===== src/rtl/arb_pkg.sv =====
// Shared types and sizing helpers for the unified SRAM port arbiter.
package arb_pkg;

  typedef enum logic {IDLE, WAIT} state_e;
  typedef enum logic {OWN_INST, OWN_DATA} owner_e;

  function automatic int lat_cnt_w(input int mem_lat);
    return $clog2(mem_lat + 1);
  endfunction

endpackage


===== src/rtl/arb_prio_pick.sv =====
// Data-first pick between fetch and data requesters, with a fetch starvation guard.
// Grants are combinational and only issued while en_i is high; the starve counter is registered.
module arb_prio_pick #(
  parameter int STARVE_LIMIT = 4
) (
  input  logic clk,
  input  logic rst,
  input  logic en_i,
  input  logic inst_req_i,
  input  logic data_req_i,
  output logic grant_inst_o,
  output logic grant_data_o
);
  localparam int SW = $clog2(STARVE_LIMIT + 1);

  logic [SW-1:0] starve_q, starve_d;
  logic          starved;

  assign starved      = (starve_q == SW'(STARVE_LIMIT));
  assign grant_inst_o = en_i && inst_req_i && (!data_req_i || starved);
  assign grant_data_o = en_i && data_req_i && !grant_inst_o;

  // Only counts data wins that actually made a waiting fetch wait longer.
  always_comb begin
    starve_d = starve_q;
    if (en_i) begin
      if (grant_inst_o || !inst_req_i) begin
        starve_d = '0;
      end else if (grant_data_o) begin
        starve_d = starve_q + SW'(1);
      end
    end
  end

  always_ff @(posedge clk or posedge rst) begin
    if (rst) begin
      starve_q <= '0;
    end else begin
      starve_q <= starve_d;
    end
  end

endmodule


===== src/rtl/sram_port_arbiter.sv =====
// Shares one single-ported synchronous SRAM between instruction fetch and data access.
// Grants in the IDLE cycle; data_ok pulses MEM_LAT+1 cycles after addr_ok; no accepts while busy.
module sram_port_arbiter
  import arb_pkg::*;
#(
  parameter int MEM_LAT      = 1,
  parameter int STARVE_LIMIT = 4
) (
  input  logic        clk,
  input  logic        rst,
  input  logic        inst_req,
  input  logic [31:0] inst_addr,
  output logic        inst_addr_ok,
  output logic        inst_data_ok,
  output logic [31:0] inst_rdata,
  input  logic        data_req,
  input  logic        data_wr,
  input  logic [3:0]  data_wen,
  input  logic [31:0] data_addr,
  input  logic [31:0] data_wdata,
  output logic        data_addr_ok,
  output logic        data_data_ok,
  output logic [31:0] data_rdata,
  output logic        mem_en,
  output logic [3:0]  mem_wen,
  output logic [31:0] mem_addr,
  output logic [31:0] mem_wdata,
  input  logic [31:0] mem_rdata,
  output logic        busy
);
  localparam int CW = lat_cnt_w(MEM_LAT);

  if (MEM_LAT < 1) begin : g_bad_mem_lat
    $fatal(1, "sram_port_arbiter: MEM_LAT must be at least 1");
  end

  state_e        state_q;
  owner_e        owner_q;
  logic [CW-1:0] cnt_q;
  logic          inst_ok_q, data_ok_q;
  logic [31:0]   inst_rdata_q, data_rdata_q;
  logic          idle, grant_inst, grant_data;

  // Holding rst also gates every combinational output through the grants.
  assign idle = (state_q == IDLE) && !rst;

  arb_prio_pick #(
    .STARVE_LIMIT(STARVE_LIMIT)
  ) u_pick (
    .clk         (clk),
    .rst         (rst),
    .en_i        (idle),
    .inst_req_i  (inst_req),
    .data_req_i  (data_req),
    .grant_inst_o(grant_inst),
    .grant_data_o(grant_data)
  );

  always_comb begin
    mem_en    = 1'b0;
    mem_wen   = 4'b0000;
    mem_addr  = '0;
    mem_wdata = '0;
    if (grant_data) begin
      mem_en    = 1'b1;
      mem_wen   = data_wr ? data_wen : 4'b0000;
      mem_addr  = data_addr;
      mem_wdata = data_wdata;
    end else if (grant_inst) begin
      mem_en   = 1'b1;
      mem_addr = inst_addr;
    end
  end

  always_ff @(posedge clk or posedge rst) begin
    if (rst) begin
      state_q      <= IDLE;
      owner_q      <= OWN_INST;
      cnt_q        <= '0;
      inst_ok_q    <= 1'b0;
      data_ok_q    <= 1'b0;
      inst_rdata_q <= '0;
      data_rdata_q <= '0;
    end else begin
      inst_ok_q <= 1'b0;
      data_ok_q <= 1'b0;
      case (state_q)
        IDLE: begin
          if (grant_inst || grant_data) begin
            owner_q <= grant_data ? OWN_DATA : OWN_INST;
            cnt_q   <= CW'(MEM_LAT);
            state_q <= WAIT;
          end
        end
        WAIT: begin
          cnt_q <= cnt_q - CW'(1);
          // Last wait cycle: mem_rdata is valid now, completion shows next cycle.
          if (cnt_q == CW'(1)) begin
            state_q <= IDLE;
            if (owner_q == OWN_DATA) begin
              data_ok_q    <= 1'b1;
              data_rdata_q <= mem_rdata;
            end else begin
              inst_ok_q    <= 1'b1;
              inst_rdata_q <= mem_rdata;
            end
          end
        end
      endcase
    end
  end

  assign inst_addr_ok = grant_inst;
  assign data_addr_ok = grant_data;
  assign inst_data_ok = inst_ok_q;
  assign data_data_ok = data_ok_q;
  assign inst_rdata   = inst_rdata_q;
  assign data_rdata   = data_rdata_q;
  assign busy         = (state_q == WAIT);

endmodule


===== config.mk =====
export PLATFORM = sky130hd
export DESIGN_NAME = sram_port_arbiter
export DESIGN_NICKNAME = d
export VERILOG_FILES = /design/src/rtl/arb_pkg.sv /design/src/rtl/arb_prio_pick.sv /design/src/rtl/sram_port_arbiter.sv
export SDC_FILE = /design/constraint.sdc
export NUM_CORES = 1
export LEC_CHECK = 0
export CORE_ASPECT_RATIO = 0.9
export CORE_MARGIN = 10
export CORE_UTILIZATION = 25
export CTS_CLUSTER_SIZE = 20
export DETAILED_ROUTE_END_ITERATION = 10
export DONT_BUFFER_PORTS = 1
export PLACE_DENSITY = 0.49
export SETUP_SLACK_MARGIN = 0.5
export SYNTH_ARGS = -nofsm -noshare
export SYNTH_HDL_FRONTEND = slang
export SYNTH_SLANG_ARGS = --single-unit

===== constraint.sdc =====
create_clock -name clk -period 2.65 [get_ports clk]
set_input_delay 0.3975 -clock clk [delete_from_list [all_inputs] [get_ports clk]]
set_output_delay 0.3975 -clock clk [all_outputs]
set_load 0.02 [all_outputs]

==> flow_metrics.tcl <==
set metrics [dict create \
    firstDrtPassIters 4 \
    track_usage_pct 13.8 \
    synth_edf_count 0 \
    routedWlPerCell_um 31.8 \
    grt.busiest_layer "met2" \
    holdPathStages 1 \
    viasPerCell 5.00 \
    critPathLaunchType "register" \
    finalPower_mw 5.42 \
    synthArstFlopShare_pct 100 \
    clk_pin_slew_ps 60 \
    post_synth_fa_ha_maj_area_fraction_pct 0.738 \
    start_util_pct 25.5 \
    reg2reg_from "busy" \
    die_h_um 131 \
    p_leak_nw 2.01 \
    yosys-top-cells-area "dfrtp_1 (53%), mux2_2 (17%), a22o_1 (8.3%), and2_1 (5.9%), mux2_1 (4.3%)" \
    dpl.hpwl_um 11000 \
    startpoint "u_pick.starve_q[0]" \
    dieArea_sq_mm 0.0186 \
    ys_seq_elements 72 \
    synth_compound_area_share_pct 10.1 \
    crit_arrival_ps 1890 \
    grt-ovfl-total 0 \
    io_buffers 0 \
    synthSimpleGateAreaFrac_pct 9.37 \
    cts_root_buffer "clkbuf_16" \
    ir_worst_vdd_uv 629 \
    synth-xor-area-share_pct 0 \
    antenna_found_initial 3 \
    syn_inst 254 \
    io_pins 275 \
    rrSetupSlack_ps 1120 \
    hp-start "mem_rdata[3]" \
    rows 40 \
    finalSetupViolations 0 \
    critPathRequiredTime_ps 2250 \
    grtUsageMet3_pct 11.0 \
    cts_num_sinks 72 \
    yosys_warnings 0 \
    synth_top_family_by_area "multiplexers" \
    core_area_sq_mm 0.0133 \
    gp_congestion 0.869 \
    cts_tree "yes" \
    finalMaxSlewViolations 0 \
    worst_pin_slew_ps 470 \
    path_delay_family "buffers and inverters" \
    cp_max_fo 8 \
    min_period_ps 2290 \
    hp-class "in2reg" \
    dieWidth_um 143 \
    clockBufferDepth 2 \
    finalWirelength_um 14500 \
    min_to "data_rdata[3]" \
    grt_pass1_vias 2493 \
    end_kind "output port" \
    yosysTopAreaCellShare_pct 53.1 \
    status "completed" \
    route.detailed.drc 0 \
    critPathKind "reg2out" \
    grt_use_met1_pct 11.4 \
    crit_path_max_incr_delay_ps 360 \
    synth.most_common_cell "dfrtp_1" \
    ys.flop_type "dfrtp_1" \
    grt_use_met2_pct 23.9 \
    vias 2273 \
    drive_above_1_share_pct 58.5 \
    relSlewSlack_pct 68.6 \
    fin_setup_tns_ps 0 \
    slowest_stage "dfrtp_1" \
    min_period_over_period_pct 86.4 \
    maxCapViolCount 0 \
    cts_buffers 9 \
    synthTopCellsByCount "dfrtp_1 (72), mux2_2 (51), a22o_1 (32), and2_1 (32), mux2_1 (13)" \
    p_per_area_mw_per_mm2 1190 \
    h-tree-depth 3 \
    drtIter0Drc 79 \
    crit_chain "inv_2 -> ha_4 -> a21boi_2 -> and3b_2 -> clkbuf_16 -> a22o_1 -> buf_6" \
    clock_latency_ps 330 \
    syn-num-nets 393 \
    r2r.worst_path.cells 3 \
    hold_violations 0 \
    rsz0062_at_grt "true" \
    synthToLayoutAreaGrowth_pct 34.8 \
    synth_largest_area_cell "dfrtp_1" \
    grt_pass1_wl_um 18800 \
    max_freq_ghz 0.437 \
    ys_seq_area_share_pct 53.1 \
    path_buf_inv 3 \
    layout.nets 418 \
    reg2reg_to "data_rdata[17]" \
    muxShareOfSynthArea_pct 21.2 \
    skew_ps 8.10 \
    grt_max_degree 65 \
    final_antenna_net_count 0 \
    ys_types 27 \
    syn-cell-area_sq_mm 0.00339 \
    avgSynthCellArea_sq_um 13.4 \
]
==> through the flow <==
step / util [%] / hold WS [ps] / cells / area, sq um / worst slack [ps]
after global routing: 34.4 / 195 / 455 / 4570 / 295
after floorplan: - / 484 / 254 / 3400 / 775
final: 34.4 / 200 / 455 / 4570 / 361
after detailed placement: 27.0 / 213 / 420 / 3600 / 578
after CTS: 32.3 / 186 / 444 / 4310 / 398
after global placement: 27.0 / 211 / 420 / 3600 / 625
==> sequential cells by signal (all words and copies together), names as in the netlist <==
signal / count
data_rdata: 32
owner_q: 1
busy: 1
inst_rdata: 32
data_data_ok: 1
inst_data_ok: 1
u_pick.starve_q: 3
cnt_q: 1
==> layout make-up <==
cell class	count	area (sq um)
clock inverter	5	78.8
inverter	7	30.0
timing repair buffer	33	499
fill	1300	8740
multi-input combinational	156	1690
sequential	72	1800
antenna	3	7.51
tap	168	210
clock buffer	11	253
==> power by group <==
| group | switching (mW) | internal, mW | total [mW] |
|---|---|---|---|
| combinational | 0.595 | 0.779 | 1.37 |
| clock | 0.437 | 0.873 | 1.31 |
| sequential | 1.09 | 1.64 | 2.74 |
| total | 2.13 | 3.29 | 5.42 |
==> cell usage in the layout, fill, tap and decap left out, drive strengths merged, types with 2 or more instances in the layout <==
cell / netlist / routed
a22o: 32 / 32
and2: 32 / 32
and3: 5 / 5
buf: 19 / 26
bufinv: 0 / 2
clkbuf: 0 / 17
clkinv: 0 / 3
dfrtp: 72 / 72
diode: 0 / 3
ha: 2 / 2
inv: 7 / 6
mux2: 64 / 64
nand2: 2 / 2
nand3: 2 / 2
nand4: 2 / 2
o21ai: 4 / 4
==> worst register-to-register path, delay by kind of cell (launching register included) <==
kind / cells / cell delay, ps
DFF: 1 / 500
muxes: 1 / 430
buffers and inverters: 1 / 390
and+or+nand+nor: 1 / 110
==> worst max-delay path by stage <==
stage / end / cells past startpoint
final: mem_addr[23] / 7
after floorplan: mem_addr[22] / 7
after detailed placement: mem_addr[14] / 4
after CTS: mem_addr[0] / 7
after global placement: mem_addr[14] / 4
after global routing: mem_addr[23] / 7
==> what timing repair did <==
action,in CTS,in global routing
hold buffers,1,0
setup buffers,5,2
hold endpoints to repair,8,0
endpoints found under the setup margin,68,68
cloned,2,6
gates resized for setup,115,20
pin swaps,18,3
==> kinds of logic (layout without fill, tap and decap cells) <==
logic type / count (synthesis) / count (layout)
buf+inv: 26 / 56
flops: 72 / 72
other cells: 0 / 3
fa+ha+maj: 2 / 2
compound gates: 41 / 41
mux: 64 / 64
simple gates: 49 / 49
==> metal layers <==
metal | routed length (um) | vias up
met2 | 7560 | 180
met4 | 395 | 0
met1 | 3960 | 1118
li1 | - | 958
met3 | 2540 | 17
met5 | 0 | -
Note: power is estimated with default switching activity, not from simulation.
